File: src/rtl/uart_tx_arbiter.sv
// Round-robin arbiter sharing one byte-wide UART TX serializer between N packet requesters.
// A grant is locked until packet end; an optional channel-ID header precedes each packet.
module uart_tx_arbiter #(
    parameter int unsigned N           = 4,
    parameter int unsigned MAX_LEN     = 64,
    parameter bit          HEADER_EN   = 1'b1,
    parameter logic [7:0]  HEADER_BASE = 8'hA0
) (
    input  logic           CLK,
    input  logic           RESET_N,
    input  logic [N*8-1:0] in_data,
    input  logic [N-1:0]   in_valid,
    input  logic [N-1:0]   in_last,
    output logic [N-1:0]   in_ready,
    output logic [7:0]     tx_data,
    output logic           tx_valid,
    input  logic           tx_ready,
    output logic [N-1:0]   grant,
    output logic           busy
);

    localparam int unsigned IW = $clog2(N);

    typedef enum logic [0:0] {StIdle, StPayload} state_e;

    state_e        state_q, state_d;
    logic [N-1:0]  grant_q, grant_d;
    logic [IW-1:0] last_q, last_d;
    logic [7:0]    cnt_q, cnt_d;
    logic [7:0]    tx_data_q, tx_data_d;
    logic          tx_valid_q, tx_valid_d;

    logic          out_free;
    logic          g_valid;
    logic          g_last;
    logic [7:0]    g_data;
    logic          found;
    logic [IW-1:0] pick;

    assign out_free = !tx_valid_q || tx_ready;
    assign g_valid  = |(in_valid & grant_q);
    assign g_last   = |(in_last & grant_q);

    always_comb begin
        g_data = '0;
        for (int unsigned i = 0; i < N; i++) begin
            g_data = g_data | (in_data[i*8 +: 8] & {8{grant_q[i]}});
        end
    end

    // Requesters above last_q win first; otherwise wrap around starting from index 0.
    always_comb begin
        found = 1'b0;
        pick  = '0;
        for (int unsigned i = 0; i < N; i++) begin
            if (!found && in_valid[i] && (IW'(i) > last_q)) begin
                found = 1'b1;
                pick  = IW'(i);
            end
        end
        for (int unsigned i = 0; i < N; i++) begin
            if (!found && in_valid[i]) begin
                found = 1'b1;
                pick  = IW'(i);
            end
        end
    end

    always_ff @(posedge CLK) begin
        if (!RESET_N) begin
            state_q    <= StIdle;
            grant_q    <= '0;
            last_q     <= IW'(N - 1);
            cnt_q      <= '0;
            tx_data_q  <= '0;
            tx_valid_q <= 1'b0;
        end else begin
            state_q    <= state_d;
            grant_q    <= grant_d;
            last_q     <= last_d;
            cnt_q      <= cnt_d;
            tx_data_q  <= tx_data_d;
            tx_valid_q <= tx_valid_d;
        end
    end

    always_comb begin
        state_d    = state_q;
        grant_d    = grant_q;
        last_d     = last_q;
        cnt_d      = cnt_q;
        tx_data_d  = tx_data_q;
        tx_valid_d = tx_valid_q && !tx_ready;
        unique case (state_q)
            StIdle: begin
                if (out_free && found) begin
                    state_d = StPayload;
                    grant_d = N'(1) << pick;
                    last_d  = pick;
                    cnt_d   = '0;
                    if (HEADER_EN) begin
                        tx_data_d  = HEADER_BASE | 8'(pick);
                        tx_valid_d = 1'b1;
                    end
                end
            end
            StPayload: begin
                if (g_valid && out_free) begin
                    tx_data_d  = g_data;
                    tx_valid_d = 1'b1;
                    // A forced end at MAX_LEN leaves the rest of the packet to re-arbitrate.
                    if (g_last || (cnt_q == 8'(MAX_LEN - 1))) begin
                        state_d = StIdle;
                        grant_d = '0;
                        cnt_d   = '0;
                    end else begin
                        cnt_d = cnt_q + 8'd1;
                    end
                end
            end
            default: state_d = StIdle;
        endcase
    end

    always_comb begin
        in_ready = '0;
        if ((state_q == StPayload) && out_free) begin
            in_ready = grant_q;
        end
        busy = (state_q != StIdle) || tx_valid_q;
    end

    assign tx_data  = tx_data_q;
    assign tx_valid = tx_valid_q;
    assign grant    = grant_q;

endmodule

File: config.mk
export PLATFORM = sky130hd
export DESIGN_NAME = uart_tx_arbiter
export DESIGN_NICKNAME = d
export VERILOG_FILES = /design/src/rtl/uart_tx_arbiter.sv
export SDC_FILE = /design/constraint.sdc
export NUM_CORES = 1
export LEC_CHECK = 0
export CORE_MARGIN = 3
export CORE_UTILIZATION = 47
export DETAILED_ROUTE_END_ITERATION = 10
export GPL_TIMING_DRIVEN = 0
export PLACE_DENSITY = 0.9
export SYNTH_ARGS = -nofsm -noshare
export SYNTH_HDL_FRONTEND = slang
export SYNTH_SLANG_ARGS = --single-unit
File: constraint.sdc
create_clock -name CLK -period 3.9 [get_ports CLK]
set_input_delay 0.585 -clock CLK [delete_from_list [all_inputs] [get_ports CLK]]
set_output_delay 0.585 -clock CLK [all_outputs]
set_load 0.01 [all_outputs]
# After elaboration in Yosys (flattened, before gate mapping)
# Index checks and enable logic that the tools add are counted.
[word_totals]
reg_bits = 24
in_bits = 43
elab_cells = 92
[classes]
n_addsub = 1
order_cmp = 4
n_eq_ne = 4
n_shift = 1
mux = 34
bitwise = 10
reduce_logical = 32
[ops]
columns = ["operator", "count"]
rows = [
  ["$mux 8", 5],
  ["$and 8x8->8", 4],
  ["$pmux 8 s2", 2],
  ["$or 8x8->8", 3],
  ["$mux 4", 4],
  ["$logic_and 1x1->1", 15],
  ["$mux 1", 14],
  ["$mux 2", 6],
  ["$logic_not 1->1", 9],
  ["$add 8x1->8 const B", 1],
  ["$and 4x4->4", 2],
  ["$eq 8x6->1 const B", 1],
  ["$pmux 4 s2", 1],
  ["$reduce_or 4->1", 2],
  ["$gt 1x2->1 const A", 2],
  ["$gt 2x2->1 const A", 2],
  ["$ne 2x1->1 const B", 2],
  ["$pmux 1 s2", 2],
  ["$reduce_and 2->1", 2],
  ["$shl 1x2->4 const A", 1],
  ["$logic_or 1x1->1", 3],
  ["$reduce_and 3->1", 1],
  ["$ne 2x2->1 const B", 1],
  ["$not 1->1", 1],
]

# Logic depth before layout (Yosys ltp)
# Gate-level depths: netlist of run 1.
[logic_depth]
word_depth = 30
depth_mapped = 7

# Worst setup path before layout of run 1
# Ideal clock, no wire load.
[synth_path]
path_type = "input to register"
start = "in in_valid[1]"
end = "reg grant_q[1] (netlist: grant[1])"
setup_time_ns = 0.116
arrival_ns = 1.699
required_time_ns = 3.784
slack_ns = 2.086
stages = 7
n_path_buf = 2
path_cell_list = "buf_6 nor4_2 or3_1 buf_6 inv_2 o2111a_1 a31o_1"
[synth_via]
elab_chain_cells = 26
elab_cells_between_ends = 40
cone_classes = "eq/ne: 2; shift: 1; mux: 16; bitwise: 1; reduce/logical: 20"
[synth_rtl]
columns = ["item", "line_no", "source"]
rows = [
  ["start: declaration", "12", "input logic [N-1:0] in_valid,"],
  ["$logic_and 1x1->1 (2 in a row)", "56", "if (!found && in_valid[i] && (IW'(i) > last_q)) begin"],
  ["$mux 1", "56", ""],
  ["$logic_not 1->1", "56", ""],
  ["$logic_and 1x1->1 (2 in a row)", "56", ""],
  ["$mux 1", "56", ""],
  ["$logic_not 1->1", "56", ""],
  ["$logic_and 1x1->1 (2 in a row)", "56", ""],
  ["$mux 1", "56", ""],
  ["[... 7 more ...]", "-", ""],
  ["$logic_and 1x1->1", "62", "if (!found && in_valid[i]) begin"],
  ["$mux 1", "62", ""],
  ["$logic_not 1->1", "62", ""],
  ["$logic_and 1x1->1", "62", ""],
  ["$mux 2 / $mux 1 (equally long branches)", "62", ""],
  ["$shl 1x2->4 / $logic_and 1x1->1 (equally long branches)", "98, 96", ""],
  ["$mux 4 / $ne 2x2->1 (equally long branches)", "-", ""],
  ["$pmux 4 s2 / $reduce_and 3->1 (equally long branches)", "-", ""],
  ["end signal: assignment", "79", "grant_q <= grant_d;"],
  ["end: declaration", "27", "logic [N-1:0] grant_q, grant_d;"],
]
# Several ways; a longest one is shown, not always the timed one. The select of a mux whose other input is x is not followed.
# A chain may end at the register's enable or synchronous reset.

# Final worst setup path of run 1
[layout_path]
start = "in tx_ready"
end = "out in_ready[0]"
[layout_via]
elab_chain_cells = 3
[layout_rtl]
columns = ["item", "line_no", "source"]
rows = [
  ["start: declaration", "17", "input logic tx_ready,"],
  ["$logic_or 1x1->1", "40", "assign out_free = !tx_valid_q || tx_ready;"],
  ["$logic_and 1x1->1", "127", "if ((state_q == StPayload) && out_free) begin"],
  ["$mux 4", "127", ""],
  ["end: declaration", "14", "output logic [N-1:0] in_ready,"],
]
# Every way passes these cells.

==> metrics.md, run 1 <==
| Metric | Value |
|---|---|
| Run status | completed |
| Final setup TNS | 0 ns |
| F_max | approximately 0.38 GHz |
| CP peak stage delay | 0.48 ns |
| Starting density of the core | 0.509 |
| Share of the synthesized area in the top cell type | 0.299 |
| Endpoint with the worst hold slack | tx_data[6] |
| Min-delay src | tx_data[6] |
| Yosys top cell by area | dfxtp_1 |
| RSZ-0062 raised after global routing | no |
| Worst hold slack | between 0.4 and 0.5 ns |
| Layout cell share with drive strength beyond 1 | 0.115 |
| Top cells by count, synth | 26 x nand2_1, 24 x dfxtp_1, 13 x o21ai_0 |
| Sequential cell area fraction in the yosys report | 0.299 |
| DR vias | about 1800 |
| Ys flop type | dfxtp_1 |
| Worst reg2reg path depth | 5 |
| GRT Util Overall | 0.244 |
| Die H | 64.4 um |
| Cts bufs inserted | 3 |
| Post-synthesis register bit count | 24 |
| CP max FO | 7 |
| Largest net degree at the start of global routing | 13 |
| Worst Path Buf+Inv | 2 |
| FFs w/ async S/R, synth | 0 |
| Cell Pwr Density | around 280 nW/um^2 |
| Worst-Skew Late Latency | 0.33 ns |
| Synth Area in XOR/XNOR | 0 |
| First-pass GRT wire length | 7960 um |
| Worst Setup End Kind | output pin |
| Synth Area in Compound Gates | 0.316 |
| Fill cells | between 200 and 300 |
| Leakage power | about 0.84 nW |
| Post-route ant nets | 0 |
| Mux cell area share after synthesis | 0.00624 |
| Nets | 298 |
| Most frequent CP cell | clkdlybuf4s50_1 |
| Crit start category | input pin |
| Clk pin slew, worst setup/hold paths | roughly 0.14 ns |
| R2r setup slk | 2.10 ns |
| Worst Path Required | around 3.3 ns |
| Clk_skew | approximately 0.011 ns |
| Syn avg cell area | ~8.4 um^2 |
| Syn Inst Count | roughly 190 |
| Stages on the worst setup path | 4 |
| Max cap viols | 0 |
| Core Footprint | roughly 3200 um^2 |
| CTS H-tree lvls | 1 |
| Design area | about 2300 um^2 |
| Post-synthesis adder-cell area fraction | 0.00779 |
| P_sw | 0.203 mW |
| I/O Buffers | 57 |
| DRT iter0 DRCs | about 160 |
| Cells taking the most area after synthesis | dfxtp_1 30%, nand2_1 6.1%, a22oi_1 4.7%, buf_6 4.2%, o21ai_0 4.1% |
| Worst VDD drop | 182 uV |
| IO Pins | between 60 and 70 |
| Routed wire per std cell | approximately 17 um |
| Num rows | 20 |
| Clock share of power | 0.185 |
| Post-synthesis simple-gate area fraction | 0.280 |
| Antenna cells | 0 |
| WS Path Type | input pin to output pin |
| CTS root buf | clkbuf_4 |
| Routed vias/inst | about 6 |
| Syn Std Cell Area | 1610 um^2 |
| Drt first pass iters | 4 |
| Syn_nets | about 240 |
| Comb power frac | 0.372 |
| Chip width | between 60 and 70 um |
| Worst Max-Slew Pin Slew | between 0.8 and 0.9 ns |
| Crit path max-delay family | buffers and inverters |
| Power Internal | 0.417 mW |
| Hold Path Stages | 2 |
| DRC errors left | 0 |
| Die area | ~4200 um^2 |
| Crit-path cells | clkdlybuf4s50_1, or2b_2, and3_1, clkdlybuf4s50_1 |
| Placed Instance Area | between 2000 and 2500 um^2 |
| Area Growth Syn to Fin | 40.4% |
| Number of setup buffers added after CTS | 0 |
| GPL Wtd Cong | 0.893 |
| Slowest cell on crit path | clkdlybuf4s50_1 |
| # setup viols final | 0 |
| Warnings from Yosys | 0 |
| Clk buf depth | 2 |
| Antenna violations before repair | 0 |
| Final Hold Vio Count | 0 |
| Slew margin rel. | 0.455 |
| Flop pwr share | 0.443 |
| Vias in the first global route | about 1700 |
| Worst min path class | register to register |
| Grt total ovfl | 0 |
| Net Sw Frac | 0.328 |
| Post-synth EDFFs | 0 |
| Total Wirelength | 4900 um |
| Reg-to-reg startpoint | last_q[1] |
| Cell variety after synth | 52 |
| FF-to-FF End | grant[1] |
| Post-cts resize count | 0 |
| Clock Sinks | 24 |
| Post-CTS Hold Fix Bufs | 0 |
| Minimum clock period | 2.65 ns |
| Post-DP HPWL | roughly 3700 um |
| Fin crit share | 0.678 |
| CTS tree | built |
| Slew Viols, Final | 0 |
| Worst EP arrival | slightly above 2 ns |
| Pwr Total | ~0.62 mW |
| Largest family of logic cells by synthesized area | compound AO/OA/AOI/OAI gates |
| Most common cell in the netlist | nand2_1 |
==> cell type report <==
class                      count  area (um^2)  area share
multi-input combinational    148          980       0.435
timing repair buffer          57          571       0.253
sequential                    24          480       0.213
buffer                        17          134      0.0594
tap                           44         55.1      0.0244
clock buffer                   3         22.5     0.00999
inverter                       3         11.3     0.00500
==> power groups by stage <==
stage | combinational [mW] | sequential (mW) | clock (mW)
CTS | 0.230 | 0.274 | 0.115
global placement | 0.224 | 0.279 | 0
detailed placement | 0.229 | 0.280 | 0
floorplan | 0.125 | 0.282 | 0
global route | 0.249 | 0.277 | 0.125
finish | 0.231 | 0.275 | 0.114
==> registers in the layout, indices dropped and copies added (netlist names) <==
signal and cells:
tx_data 8, state_q 1, tx_valid 1, last_q 2, grant 4, cnt_q 8
==> metrics by stage <==
stage	util	cells	worst slack (ns)
2_1_floorplan	-	192	2.09
3_3_place_gp	0.708	293	1.27
3_5_place_dp	0.708	293	1.26
4_1_cts	0.715	296	1.26
5_1_grt	0.715	296	1.19
6_report	0.715	296	1.25
==> layer usage <==
| metal | vias up | track usage | wire (um) |
|---|---|---|---|
| li1 | 848 | - | - |
| met1 | 842 | 0.300 | 1910 |
| met2 | 84 | 0.418 | 2490 |
| met3 | 8 | 0.0641 | 444 |
| met5 | - | 0 | 0 |
| met4 | 0 | 0.0686 | 53 |
==> worst min-delay path: stages, from the launching register on <==
cell and delay (ns):
dfxtp_1 0.34, nand2_1 0.05, a21boi_1 0.05
==> cell usage in the layout (no fill, tap or decap), types with 2 or more instances in the layout <==
master,count
or2_2,3
o211ai_1,3
a22oi_1,10
and3_1,4
a222oi_1,4
nor2b_1,2
buf_6,6
o21ai_1,2
o2111a_1,2
nand3_1,12
nor3b_1,2
o211a_1,3
dfxtp_1,24
nor2_1,9
o21ai_0,13
clkbuf_8,2
nand2b_1,3
a21oi_1,6
clkbuf_1,7
clkbuf_4,4
a21boi_1,4
nand3b_1,2
o2111ai_1,2
nand2_1,26
nand4_1,10
clkdlybuf4s50_1,57
a21boi_0,3
inv_1,2
==> cells by family after synthesis <==
kind of cell / after synthesis
muxes: 1
DFF: 24
AOI/OAI and AO/OA: 64
adders and majority gates: 1
buffers and inverters: 20
and+or+nand+nor: 82
==> worst max-delay path by stage <==
stage / start / endpoint / slack [ns]
finish: tx_ready / in_ready[0] / 1.25
detailed placement: tx_ready / in_ready[3] / 1.26
CTS: tx_ready / in_ready[3] / 1.26
global placement: tx_ready / in_ready[0] / 1.27
floorplan: in_valid[1] / grant[1] / 2.09
global route: grant[3] / in_ready[3] / 1.19
(Power assumes the default switching activity.)
==> run 2, diff against run 1 <==
- CORE_UTILIZATION: 47 -> 44
- PLACE_DENSITY: 0.9 -> 0.85
- clock period: 3.9 -> 2.75 ns (I/O delays scaled with it)
==> run 2 against run 1 <==
Compared with the run above: clock power up 45%; non-clock buffer count did not move; sequential share of layout area hardly changed; highest routed layer unchanged; global-route usage fell by 2.7 points; total power increased by 42%; utilization fell by 5.4 points; via count decreased by 3.1%; die area rose by 6.2%; design area up 0.11%; register-to-register slack lost 1.1 ns; first-iteration DRC count up 18%.
==> metrics.md, run 2 (same netlist as run 1, synthesis figures left out) <==
| Metric | Value |
|---|---|
| Antenna cells | 0 (unchanged) |
| DRC errors left | 0 (unchanged) |
| CP max FO | 10 (was 7) |
| IO Pins | 61 (unchanged) |
| R2r setup slk | 1.03 ns (was 2.10 ns) |
| Cts bufs inserted | 3 (unchanged) |
| Cell Pwr Density | 389 nW/um^2 (was 275 nW/um^2) |
| Vias in the first global route | 1570 (was 1698) |
| Worst reg2reg path depth | 6 (was 5) |
| CTS tree | built (unchanged) |
| WS Path Type | register to output pin (was input pin to output pin) |
| Worst-Skew Late Latency | 0.33 ns (about the same) |
| CTS H-tree lvls | 1 (unchanged) |
| Clk_skew | 0.00574 ns (was 0.0110 ns) |
| Slew Viols, Final | 0 (unchanged) |
| Leakage power | 0.844 nW (unchanged) |
| F_max | roughly 0.41 GHz |
| Worst Max-Slew Pin Slew | 0.703 ns (was 0.809 ns) |
| Placed Instance Area | 2230 um^2 (about the same) |
| Pwr Total | 0.879 mW (was 0.620 mW) |
| Chip width | 66.4 um (was 64.4 um) |
| Placed Cells | 295 (was 293) |
| Most frequent cells in the layout | 57 x clkdlybuf4s50_1, 26 x nand2_1, 24 x dfxtp_1 (unchanged) |
| Layout cell share with drive strength beyond 1 | 0.115 (unchanged) |
| Worst VDD drop | 261 uV (was 182 uV) |
| Worst setup startpoint | grant[3] (was tx_ready) |
| Die area | 4410 um^2 (was 4150 um^2) |
| Starting density of the core | 0.470 (was 0.509) |
| Number of setup buffers added after CTS | 0 (unchanged) |
| I/O Buffers | 57 (unchanged) |
| Worst min path class | input pin to register (was register to register) |
| Die H | 66.4 um (was 64.4 um) |
| Worst Setup End Kind | output pin (unchanged) |
| Drt first pass iters | 4 (unchanged) |
| Core Footprint | 3420 um^2 (was 3150 um^2) |
| Routed vias/inst | 5.79 (was 6.02) |
| Area Growth Syn to Fin | 40.5% (was 40.4%) |
| Fill cells | 296 (was 261) |
| Worst setup path end | in_ready[3] (was in_ready[0]) |
| Clk pin slew, worst setup/hold paths | 0.14 ns (about the same) |
| Run status | completed (unchanged) |
| Minimum clock period | ~2.4 ns |
| GRT Util Overall | 0.217 (was 0.244) |
| Final setup TNS | 0 ns (unchanged) |
| Footprint of the multi-input gates | 980 um^2 (unchanged) |
| Antenna violations before repair | 0 (unchanged) |
| RSZ-0062 raised after global routing | no (unchanged) |
| Num rows | 21 (was 20) |
| Crit start category | register (was input pin) |
| Nets | 298 (unchanged) |
| Total Wirelength | 4650 um (was 4900 um) |
| Slew margin rel. | 0.527 (was 0.455) |
| Worst EP arrival | 2.03 ns (was 2.06 ns) |
| FF/Latch Area | 480 um^2 (unchanged) |
| Worst Path Required | 2.34 ns (was 3.31 ns) |
| FF-to-FF End | grant[2] (was grant[1]) |
| Reg-to-reg startpoint | cnt_q[0] (was last_q[1]) |
| DR vias | 1726 (was 1782) |
| # setup viols final | 0 (unchanged) |
| Final Hold Vio Count | 0 (unchanged) |
| Post-CTS Hold Fix Bufs | 0 (unchanged) |
| Grt total ovfl | 0 (unchanged) |
| Fin crit share | 0.890 |
| GPL Wtd Cong | 0.891 (was 0.893) |
| Post-DP HPWL | 3490 um (was 3650 um) |
| Clk buf depth | 2 (unchanged) |
| Most common cell after layout, fill and taps aside | clkdlybuf4s50_1 (unchanged) |
| DRT iter0 DRCs | 187 (was 158) |
| Post-cts resize count | 0 (unchanged) |
| Clock Sinks | 24 (unchanged) |
| Design area | 2260 um^2 (was 2250 um^2) |
| Largest net degree at the start of global routing | 13 (unchanged) |
| Min-delay src | RESET_N (was tx_data[6]) |
| CTS root buf | clkbuf_4 (unchanged) |
| First-pass GRT wire length | 7410 um (was 7960 um) |
| Layout Cells excl Fill | 298 (was 296) |
| Max cap viols | 0 (unchanged) |
| Post-route ant nets | 0 (unchanged) |
| Routed wire per std cell | 15.6 um (was 16.6 um) |
## run 2: cell counts in the layout (fill, tap and decap cells not counted)
Identical to the previous run, type by type.
## run 2: layer usage
| layer | up-vias | track usage | share of wire |
|---|---|---|---|
| met5 | - | 0 | 0 |
| met3 | 5 | 0.0697 | 0.091 |
| li1 | 848 | - | - |
| met4 | 0 | 0.0381 | 0.0058 |
| met1 | 800 | 0.286 | 0.43 |
| met2 | 73 | 0.348 | 0.47 |
## run 2: worst min-delay path by stage
stage,slack [ns],end,cells after the start
floorplan,0.45,cnt_q[1],2
global placement,0.44,tx_data[4],2
detailed placement,0.45,tx_data[3],2
CTS,0.37,cnt_q[5],3
global route,0.35,cnt_q[5],3
finish,0.36,cnt_q[5],3
## run 2: layout make-up
class | instances | share of cell area
buffer | 17 | 0.0593
clock buffer | 3 | 0.00998
inverter | 3 | 0.00499
multi-input combinational | 148 | 0.434
sequential | 24 | 0.213
tap | 46 | 0.0255
timing repair buffer | 57 | 0.253
## run 2: power by group
| group | switching (mW) | internal, mW | total (mW) |
|---|---|---|---|
| logic | 0.155 | 0.170 | 0.324 |
| clock network | 0.113 | 0.0516 | 0.165 |
| registers | 0.0193 | 0.370 | 0.389 |
## run 2: critical path, cell delays in order, from the launching register on
cell	delay, ns
dfxtp_1	0.48
clkbuf_1	0.44
and3_1	0.24
clkdlybuf4s50_1	0.54
## run 2: through the flow
stage	util	setup WS [ns]	hold slack, ns
5_1_grt	0.660	0.207	0.352
2_1_floorplan	-	1.11	0.451
4_1_cts	0.660	0.314	0.365
6_report	0.660	0.304	0.364
3_5_place_dp	0.654	0.459	0.450
3_3_place_gp	0.654	0.472	0.440
==> run 3, diff against run 2 <==
- CORE_ASPECT_RATIO: unset -> 0.8
==> run 3 against run 2 <==
Compared with the run above: sequential share of layout area decreased by 0.38 points; die area increased by 0.11%; cell count decreased by 1.7%; count of clock-buffer cells in the layout unchanged; critical path depth unchanged; register-to-register slack got worse by 0.12 ns; largest cell class unchanged; largest power group unchanged.
==> metrics.md, run 3 (same netlist as run 1, synthesis figures left out) <==
| Metric | Value |
|---|---|
| Clock Sinks | 24 (unchanged) |
| Num rows | 18 (was 21) |
| WS Path Type | register to output pin (unchanged) |
| Crit start category | register (unchanged) |
| Post-DP HPWL | 3680 um (was 3490 um) |
| Final setup TNS | 0 ns (unchanged) |
| Most common cell after layout, fill and taps aside | clkdlybuf4s50_1 (unchanged) |
| Core Footprint | 3290 um^2 (was 3420 um^2) |
| Routed vias/inst | 6.06 (was 5.79) |
| Number of setup buffers added after CTS | 0 (unchanged) |
| Cts bufs inserted | 3 (unchanged) |
| Worst min path class | input pin to register (unchanged) |
| Layout Cells excl Fill | 293 (was 298) |
| Total Wirelength | 5010 um (was 4650 um) |
| Clk pin slew, worst setup/hold paths | 0.09 ns (was 0.14 ns) |
| DRC errors left | 0 (unchanged) |
| RSZ-0062 raised after global routing | no (unchanged) |
| Fin worst setup slack | 0.393 ns (was 0.304 ns) |
| Worst Setup End Kind | output pin (unchanged) |
| Die area | 4410 um^2 (about the same) |
| Slew Viols, Final | 0 (unchanged) |
| Fill cells | 264 (was 296) |
| F_max | 0.424 GHz (was 0.409 GHz) |
| DRT iter0 DRCs | 121 (was 187) |
| DR vias | 1777 (was 1726) |
| CTS tree | built (unchanged) |
| GRT Util Overall | 0.238 (was 0.217) |
| Worst Path Required | 2.34 ns (about the same) |
| Max cap viols | 0 (unchanged) |
| Footprint of the multi-input gates | 980 um^2 (unchanged) |
| Worst Max-Slew Pin Slew | 0.678 ns (was 0.703 ns) |
| Area Growth Syn to Fin | 43.1% (was 40.5%) |
| Minimum clock period | 2.36 ns (was 2.45 ns) |
| Largest net degree at the start of global routing | 15 (was 13) |
| Post-CTS Hold Fix Bufs | 0 (unchanged) |
| CTS root buf | clkbuf_8 (was clkbuf_4) |
| Clk buf depth | 2 (unchanged) |
| Worst VDD drop | 218 uV (was 261 uV) |
| Setup WS pre-CTS | 0.411 ns (was 0.459 ns) |
| Drt first pass iters | 5 (was 4) |
| Die H | 60.0 um (was 66.4 um) |
| Starting density of the core | 0.488 (was 0.470) |
| Slew margin rel. | 0.543 (was 0.527) |
| # setup viols final | 0 (unchanged) |
| CTS H-tree lvls | 1 (unchanged) |
| Placed Instance Area | 2230 um^2 (about the same) |
| Antenna cells | 0 (unchanged) |
| Final Hold Vio Count | 0 (unchanged) |
| Run status | completed (unchanged) |
| First-pass GRT wire length | 8140 um (was 7410 um) |
| Fin crit share | 0.857 (was 0.890) |
| IO Pins | 61 (unchanged) |
| Post-route ant nets | 0 (unchanged) |
| Chip width | 73.5 um (was 66.4 um) |
| Pwr Total | 1.03 mW (was 0.879 mW) |
| Leakage power | 0.866 nW (was 0.844 nW) |
| Vias in the first global route | 1689 (was 1570) |
| Layout cell share with drive strength beyond 1 | 0.119 (was 0.115) |
| Core Util, Final | 0.699 (was 0.660) |
| Cell Pwr Density | 449 nW/um^2 (was 389 nW/um^2) |
| Routed wire per std cell | 17.1 um (was 15.6 um) |
| Post-cts resize count | 0 (unchanged) |
| Worst EP arrival | 1.94 ns (was 2.03 ns) |
| Antenna violations before repair | 0 (unchanged) |
| I/O Buffers | 57 (unchanged) |
| Nets | 298 (unchanged) |
| Worst-Skew Late Latency | 0.27 ns (was 0.33 ns) |
| Slowest cell on crit path | clkdlybuf4s50_1 (unchanged) |
| Design area | 2300 um^2 (was 2260 um^2) |
| Placed Cells | 289 (was 295) |
| GPL Wtd Cong | 0.819 (was 0.891) |
| Worst hold slack | 0.446 ns (was 0.364 ns) |
| Most frequent cells in the layout | 57 x clkdlybuf4s50_1, 26 x nand2_1, 24 x dfxtp_1 (unchanged) |
| Crit-path cells | clkbuf_1, and3_1, clkdlybuf4s50_1 (unchanged) |
| FF/Latch Area | 480 um^2 (unchanged) |
| CP peak stage delay | 0.54 ns (about the same) |
| Grt total ovfl | 0 (unchanged) |
| CP max FO | 10 (unchanged) |
| Clk_skew | 0.00937 ns (was 0.00574 ns) |
-- run 3: cell types whose count changed in the layout (fill, tap and decap cells not counted), sizes merged --
cell / delta
bufinv: +1
-- run 3: layout make-up --
class / instances / share of cell area
Clock buffer: 3 / 0.0180
Sequential cell: 24 / 0.209
Buffer: 17 / 0.0583
Timing Repair Buffer: 57 / 0.248
Multi-Input combinational cell: 148 / 0.426
Clock inverter: 1 / 0.0131
Inverter: 3 / 0.00490
Tap cell: 40 / 0.0218
-- run 3: power breakdown --
group	internal (mW)	total (mW)	switching [mW]
combinational	0.170	0.329	0.159
clock	0.195	0.313	0.119
sequential	0.370	0.391	0.0211
total	0.734	1.03	0.299
-- run 3: worst paths after layout --
| check | startpoint | endpoint | slack [ns] | cells after the start |
|---|---|---|---|---|
| max | grant[3] | in_ready[3] | 0.39 | 3 |
| min | RESET_N | cnt_q[5] | 0.45 | 3 |
| max reg2reg | cnt_q[0] | cnt_q[2] | 0.91 | 7 |
| min reg2reg | tx_data[6] | tx_data[6] | 0.46 | 2 |
-- run 3: critical path: cells and delay by family, from the launching register on --
kind	cells	cell delay, ns
and+or+nand+nor	1	0.24
DFF	1	0.47
buffers and inverters	2	0.96
-- run 3: routing by layer --
layer	vias to the layer above	GRT usage	share of wire
met5	-	0	0
met4	0	0.0491	0.011
met3	6	0.0756	0.10
met2	93	0.385	0.44
met1	831	0.312	0.44
li1	847	-	-
